## src/rtl/seg7_pkg.sv

```systemverilog
// Shared constants for the seven-segment display paths: segment codes
// (a..g, active low, a is the MSB) and the all-off display words.
package seg7_pkg;

    localparam logic [6:0] SEG_0   = 7'b0000001;
    localparam logic [6:0] SEG_1   = 7'b1001111;
    localparam logic [6:0] SEG_2   = 7'b0010010;
    localparam logic [6:0] SEG_3   = 7'b0000110;
    localparam logic [6:0] SEG_4   = 7'b1001100;
    localparam logic [6:0] SEG_5   = 7'b0100100;
    localparam logic [6:0] SEG_6   = 7'b0100000;
    localparam logic [6:0] SEG_7   = 7'b0001111;
    localparam logic [6:0] SEG_8   = 7'b0000000;
    localparam logic [6:0] SEG_9   = 7'b0000100;
    localparam logic [6:0] SEG_OFF = 7'b1111111;

    localparam logic [3:0]  ANODE_OFF = 4'b1111;
    localparam logic [11:0] DISP_OFF  = 12'hFFF;

endpackage

```

## src/rtl/seg7_decode.sv

```systemverilog
// Nibble to active-low segment decode. Non-BCD nibbles (A-F) turn every
// segment off. Purely combinational; shared with the single-digit path.
module seg7_decode
    import seg7_pkg::*;
(
    input  logic [3:0] nib_i,
    output logic [6:0] seg_o
);

    // Table lookup, anything outside 0-9 is dark
    always_comb begin
        seg_o = SEG_OFF;
        case (nib_i)
            4'd0:    seg_o = SEG_0;
            4'd1:    seg_o = SEG_1;
            4'd2:    seg_o = SEG_2;
            4'd3:    seg_o = SEG_3;
            4'd4:    seg_o = SEG_4;
            4'd5:    seg_o = SEG_5;
            4'd6:    seg_o = SEG_6;
            4'd7:    seg_o = SEG_7;
            4'd8:    seg_o = SEG_8;
            4'd9:    seg_o = SEG_9;
            default: seg_o = SEG_OFF;
        endcase
    end

endmodule

```

## src/rtl/seg7_scan4.sv

```systemverilog
// Four-digit multiplexed seven-segment scan driver. A shadow copy of the
// BCD value and decimal points is scanned one digit per dwell period; the
// 12-bit display word is fully registered so no input reaches DISP
// combinationally.
module seg7_scan4
    import seg7_pkg::*;
#(
    parameter int T1MS     = 100000,
    parameter int SCAN_MS  = 1,
    parameter bit BLANK_LZ = 1'b1
)(
    input  logic        CLK,
    input  logic        RST_N,
    input  logic [15:0] VALUE,
    input  logic [3:0]  DP,
    input  logic        LOAD,
    output logic [11:0] DISP
);

    localparam int DWELL = T1MS * SCAN_MS;
    localparam int CNT_W = (DWELL > 2) ? $clog2(DWELL) : 1;

    logic [CNT_W-1:0] cnt_q, cnt_d;
    logic [1:0]       idx_q, idx_d;
    logic [15:0]      val_q, val_d;
    logic [3:0]       dp_q, dp_d;
    logic [11:0]      disp_q, disp_d;

    logic             tick;
    logic [3:0]       nib;
    logic [6:0]       seg_dec;
    logic [6:0]       seg_sel;
    logic [3:0]       anode;
    logic             blank;

    assign tick = (cnt_q == CNT_W'(DWELL - 1));
    assign nib  = val_q[{idx_q, 2'b00} +: 4];

    seg7_decode u_decode (
        .nib_i (nib),
        .seg_o (seg_dec)
    );

    // Blank digit idx when it and every more-significant shadow digit are zero
    always_comb begin
        blank = 1'b0;
        if (BLANK_LZ) begin
            case (idx_q)
                2'd1:    blank = (val_q[15:4]  == 12'h000);
                2'd2:    blank = (val_q[15:8]  == 8'h00);
                2'd3:    blank = (val_q[15:12] == 4'h0);
                default: blank = 1'b0;
            endcase
        end
        seg_sel = blank ? SEG_OFF : seg_dec;
        anode   = ANODE_OFF ^ (4'b0001 << idx_q);
    end

    // Next-state: dwell counter, digit index, shadow capture, output word
    always_comb begin
        cnt_d  = tick ? '0 : cnt_q + CNT_W'(1);
        idx_d  = tick ? idx_q + 2'd1 : idx_q;
        val_d  = LOAD ? VALUE : val_q;
        dp_d   = LOAD ? DP : dp_q;
        disp_d = tick ? {anode, seg_sel, ~dp_q[idx_q]} : disp_q;
    end

    // State registers; reset aborts the scan and clears the shadow copy
    always_ff @(posedge CLK) begin
        if (!RST_N) begin
            cnt_q  <= '0;
            idx_q  <= 2'd0;
            val_q  <= 16'h0000;
            dp_q   <= 4'b0000;
            disp_q <= DISP_OFF;
        end else begin
            cnt_q  <= cnt_d;
            idx_q  <= idx_d;
            val_q  <= val_d;
            dp_q   <= dp_d;
            disp_q <= disp_d;
        end
    end

    assign DISP = disp_q;

endmodule
```

## config.mk

```make
export PLATFORM = sky130hd
export DESIGN_NAME = seg7_scan4
export DESIGN_NICKNAME = d
export VERILOG_FILES = /design/src/rtl/seg7_pkg.sv /design/src/rtl/seg7_decode.sv /design/src/rtl/seg7_scan4.sv
export SDC_FILE = /design/constraint.sdc
export NUM_CORES = 1
export LEC_CHECK = 0
export ABC_AREA = 1
export BUFFER_PORTS_ARGS = -buffer_cell sky130_fd_sc_hd__buf_2
export CAP_MARGIN = 20
export CELL_PAD_IN_SITES_DETAIL_PLACEMENT = 1
export CELL_PAD_IN_SITES_GLOBAL_PLACEMENT = 2
export CORE_MARGIN = 2
export CORE_UTILIZATION = 29
export CTS_CLUSTER_SIZE = 8
export DETAILED_ROUTE_END_ITERATION = 7
export GPL_ROUTABILITY_DRIVEN = 0
export PLACE_DENSITY = 0.79
export SYNTH_ARGS = -nofsm -noshare
export SYNTH_HDL_FRONTEND = slang
export SYNTH_SLANG_ARGS = --single-unit
```

## constraint.sdc

```tcl
create_clock -name CLK -period 1.8 [get_ports CLK]
set_clock_uncertainty 0.15 [all_clocks]
set_input_delay 0.18 -clock CLK [delete_from_list [all_inputs] [get_ports CLK]]
set_output_delay 0.18 -clock CLK [all_outputs]
set_load 0.1 [all_outputs]
```

**Word level (Yosys, flattened, before mapping)**

Memory sizes are Yosys's and may differ from the RTL's.
Cells that the tools add are included.

- Bits in read-only memories: 112
- Register bits: 51
- Word-level logic and storage cells: 26
- Output and inout port bits: 12
- Bits of input ports: 23
- Memories: 1

Memories:

| name | words | bits a word | rd ports | clocked after memory_dff | wr ports | RTL line | source |
|---|---|---|---|---|---|---|---|
| (no name shown) | 16 | 7 | 1 | 0 | 0 | seg7_decode.sv:13 | `case (nib_i)` |

- Mux-type cells: 4
- Shift operators: 2
- Magnitude comparators: 1
- Equality and inequality tests: 4
- Bitwise gates (word level): 3
- Reduce and logical (&&, ||, !) cells: 4
- Add/subtract/negate cells: 2

Operator list:

| cell | count |
|---|---|
| $add A17 B1 Y17 const B | 1 |
| $eq A17 B17 Y1 const B | 1 |
| $shiftx A16 B5 Y4 | 1 |
| $logic_not A12 Y1 | 1 |
| $logic_not A8 Y1 | 1 |
| $mux W7 | 1 |
| $eq A2 B2 Y1 const B | 2 |
| $logic_not A4 Y1 | 1 |
| $not A4 Y4 | 1 |
| $shl A1 B2 Y4 const A | 1 |
| $lt A2 B3 Y1 const B | 1 |
| $pmux W1 S3 | 1 |
| $add A2 B1 Y2 const B | 1 |
| $bmux W1 S2 | 1 |
| $eq A2 B1 Y1 const B | 1 |
| $not A1 Y1 | 2 |
| $reduce_or A2 Y1 | 1 |
| $mux W1 | 1 |

**Logic depth before layout (Yosys ltp)**

- Word-level depth: 3
- Depth in mapped cells: 13
- Depth with buffers taken out: 12

**Hierarchy**

A second synthesis with hierarchy kept.

- Cells, all modules: 358
- Area, all modules: 2493.6 µm²

Modules (own cells, without submodules):

| module | area each (µm²) | instances | seq. area each (µm²) | cells each |
|---|---|---|---|---|
| seg7_scan4 | 2306.0 | 1 | 1021.0 | 323 |
| seg7_decode | 187.7 | 1 | 0.0 | 35 |

**Least setup slack after synthesis**

No wires, ideal clock.

- Path kind: reg-to-reg
- Start: register idx_q[0]
- End: register disp_q[1], in the netlist DISP[1]
- Library setup time: 0.117 ns
- Cell stages (with the launch flop): 13
- Arrival: 1.508 ns
- Data required time: 1.533 ns
- Path slack: 0.025 ns
- Period minus slack after synthesis: 1.775 ns
- Path through: dfxtp_1 -> inv_2 -> buf_4 -> nand2_1 -> nand3_1 -> nand2_1 -> inv_1 -> ha_1 -> nand3b_1 -> nand3_1 -> nand2_1 -> nor2_1 -> nor2_1

- Cells in the longest elaborated chain, start to end: 3
- Elaborated cells on any way between the ends: 7
- Classes of those cells: 3 x eq/ne; 1 x shift; 2 x mux; 1 x memory

RTL lines:

| element | RTL line | source |
|---|---|---|
| start: declaration | seg7_scan4.sv:24 | `logic [1:0] idx_q, idx_d;` |
| start signal: assignment | seg7_scan4.sv:78 | `idx_q <= idx_d;` |
| $shiftx A16 B5 Y4, or another cell as far along | seg7_scan4.sv:37 | `assign nib = val_q[{idx_q, 2'b00} +: 4];` |
| $mem_v2 Z16 W7 / $pmux W1 S3 (equally long branches) | -- |  |
| $mux W7 * | seg7_scan4.sv:55 | `seg_sel = blank ? SEG_OFF : seg_dec;` |
| end signal: assignment | seg7_scan4.sv:81 | `disp_q <= disp_d;` |
| end: declaration | seg7_scan4.sv:27 | `logic [11:0] disp_q, disp_d;` |

Mark *: on every way between the ends. The rest lies on a longest branch, timed or not.
A chain may end at the register's enable or synchronous reset.

**Worst setup path in the final report**

- Start: register idx_q[0]
- End: register disp_q[7], in the netlist DISP[7]

The elaborated chain is that of the path after synthesis.

==> metrics.cfg <==
[floorplan]
die_y_um = 96.6
num_rows = 33
num_io_pins = 35
die-area_mm2 = 0.00933
core_area_mm2 = 0.00826
initial_core_util_pct = 30.1
die_w_um = 96.6

[global_routing]
gr-total-overflow = 0
grt_pass1_wl_um = 11300
grt_max_degree = 22
grt_pass1_vias = 2462
track_usage_pct = 15.5
antenna_found_initial = 0

[sta]
setup_viol = 0
worst_pin_slew_ns = 0.587
drv_slew = 0
rsz0062_at_grt = true
layout_min_cycle_time_ns = 1.69
fmax_mhz = 591
fin_crit_sh_pct = 94.1
setup-tns-final_ns = 0
report.final.hold_viol_count = 0
slew_headroom_pct = 60.8

[drt]
avgViaCountPerCell = 4.53
final_antenna_net_count = 0
vias = 2440
top_layer_used = met4
drt_iter0_drc = 30
dr_wl_met2_um = 3380
firstDrtPassIters = 4
wl_met1_um = 3210
wirelength_um = 6870
drcViolationCount = 0
wl_met3_um = 190
wire_per_inst_um = 12.7

[yosys]
synth_xor_area_share_pct = 1.06
synthMuxAreaShare_pct = 0
syn_nets = 382
syn-cell-area_mm2 = 0.00249
synth.avg_cell_area_um2 = 7.16
ys_types = 27
synth.area.top_cells = dfxtp_1, nor2_1, nand2_1, ha_1, o21ai_0
yosysTopAreaCellShare_pct = 41.1
synth-seq-cells = 51
yosysSeqAreaShare_pct = 41.1
synth_top_cell_by_area = dfxtp_1
synth_edf_count = 0
synth-compound-area-share_pct = 9.66
synth_simple_gate_area_share_pct = 33.7
synth_top_family_by_area = simple AND/OR/NAND/NOR gates
synth_ff_type = dfxtp_1
synth_cells = 347
post_synth_fa_ha_maj_area_fraction_pct = 6.04
ys_async_sr_fraction_pct = 0
yosys_warnings = 0

[place]
dp.cells = 500
io_buffers = 34
hpwl_um = 4940

[setup_path]
critPathRequiredTime_ns = 1.86
reg2reg_setup_slack_ns = 0.11
cp.arrival_ns = 1.75
crit_path_end_kind = register
cp-start-kind = register
path_max_fanout = 8
criticalPathCategory = reg -> reg

[final_layout]
final_common_cell = nor2_1
nFillCells = 1046
mostFrequentLayoutCells = nor2_1, nand2_1, dfxtp_1, buf_2, inv_1
area_growth_pct = 40.6
fin_cells = 539
drive_gt1_share_pct = 29.3
num-nets-final = 468
antennaDiodeCount = 0
final_core_util_pct = 42.3

[power_and_ir_drop]
swShare_pct = 24.7
switchingPower_uw = 578
powerDensity_mw_per_mm2 = 669
leakage_uw = 0.00147
p_clk_share_pct = 37.4
ir_drop_mv = 0.284
p_seq_share_pct = 50.9
power_frac_comb_pct = 11.7
internal_power_uw = 1760
power_uw = 2340

[cts]
root_buffer = clkbuf_8
cts_tree = done
cts_buffer_depth = 2
cts_made_buffers = 5
cts_max_level = 2
clk_pin_slew_ns = 0.11
cts_sinks = 51
worstSkewPairLatency_ns = 0.32

[status]
status = finished clean

[flow_run]
cap_violations = 0

[hold_path]
min_path_type = in -> reg

[area by class of cell]
| type | instances | area (µm²) | area share (%) |
|---|---|---|---|
| flip-flops and latches | 51 | 1030 | 29.4 |
| multi-input cells | 247 | 1400 | 40.1 |
| well taps | 105 | 131 | 3.76 |
| repair inverters | 1 | 7.51 | 0.215 |
| clock inverters | 2 | 38.8 | 1.11 |
| inverters | 39 | 154 | 4.40 |
| clock buffers | 6 | 82.6 | 2.36 |
| repair buffers | 88 | 649 | 18.6 |
[synthesized netlist by cell type (2+ instances only)]
cell,count
buf_6,2
nand4_1,4
nor3_1,7
buf_4,3
or2_1,2
nor2_4,2
nand2_2,6
nor2_2,4
clkbuf_1,5
nor3b_1,3
inv_1,35
dfxtp_1,51
o21ai_0,27
nand3b_1,4
ha_1,12
nand3_2,3
nand2_1,59
a21oi_1,14
o22ai_1,3
xor2_1,3
nor2_1,69
inv_2,3
nand3_1,22
[critical path: stages (launching register included)]
cell	delay (ns)
dfxtp_4	0.39
inv_6	0.09
nand2_2	0.05
nand3_2	0.08
nand2_4	0.07
buf_4	0.14
ha_1	0.18
nand3b_1	0.15
nand3_1	0.09
nand2_1	0.06
nor2_2	0.08
nor2_1	0.04
[routing by layer]
metal	GRT usage [%]	vias to the layer above
met2	27.4	34
li1	-	1272
met4	4.58	0
met1	19.1	1125
met3	2.87	9
met5	0	-
[power by group through the flow]
| stage | Sequential, µW | Combinational (µW) | Clock [µW] |
|---|---|---|---|
| final | 1190 | 274 | 874 |
| after global routing | 1200 | 314 | 947 |
| after CTS | 1190 | 230 | 907 |
| after detailed placement | 1220 | 195 | 0 |
| after global placement | 1220 | 191 | 0 |
| after floorplan | 1210 | 123 | 0 |
[path summary, 6_finish.rpt]
| path | startpoint | endpoint | cells past startpoint |
|---|---|---|---|
| min | RST_N | cnt_q[14] | 3 |
| min reg2reg | cnt_q[4] | cnt_q[4] | 2 |
| max reg2reg | idx_q[0] | DISP[7] | 11 |
| max | idx_q[0] | DISP[7] | 11 |
[registers in the layout (all words and copies together) (netlist names)]
| register | count |
|---|---|
| cnt_q | 17 |
| val_q | 16 |
| DISP | 12 |
| dp_q | 4 |
| idx_q | 2 |
[per-stage QoR]
stage	hold WS (ns)	worst slack, ns	area, µm²
after CTS	0.0426	0.00350	3240
final	0.0925	0.107	3490
after floorplan	0.165	0.0255	2490
after global placement	0.250	-0.0253	2900
after global routing	0.101	-0.0633	3490
after detailed placement	0.262	-0.0710	2900
[repair_timing]
item,4_1_cts,5_1_grt
pin swaps,0,13
cloned,0,1
setup endpoints to repair,18,28
hold buffers,20,0
buffers inserted,0,10
resized for setup,4,44
hold endpoints to repair,20,0
[cells by family after synthesis]
logic type / Yosys count
compound gates: 46
simple gates: 186
xor+xnor: 3
buf+inv: 49
flops: 51
fa+ha+maj: 12
Power figures use the tool's default switching activity.
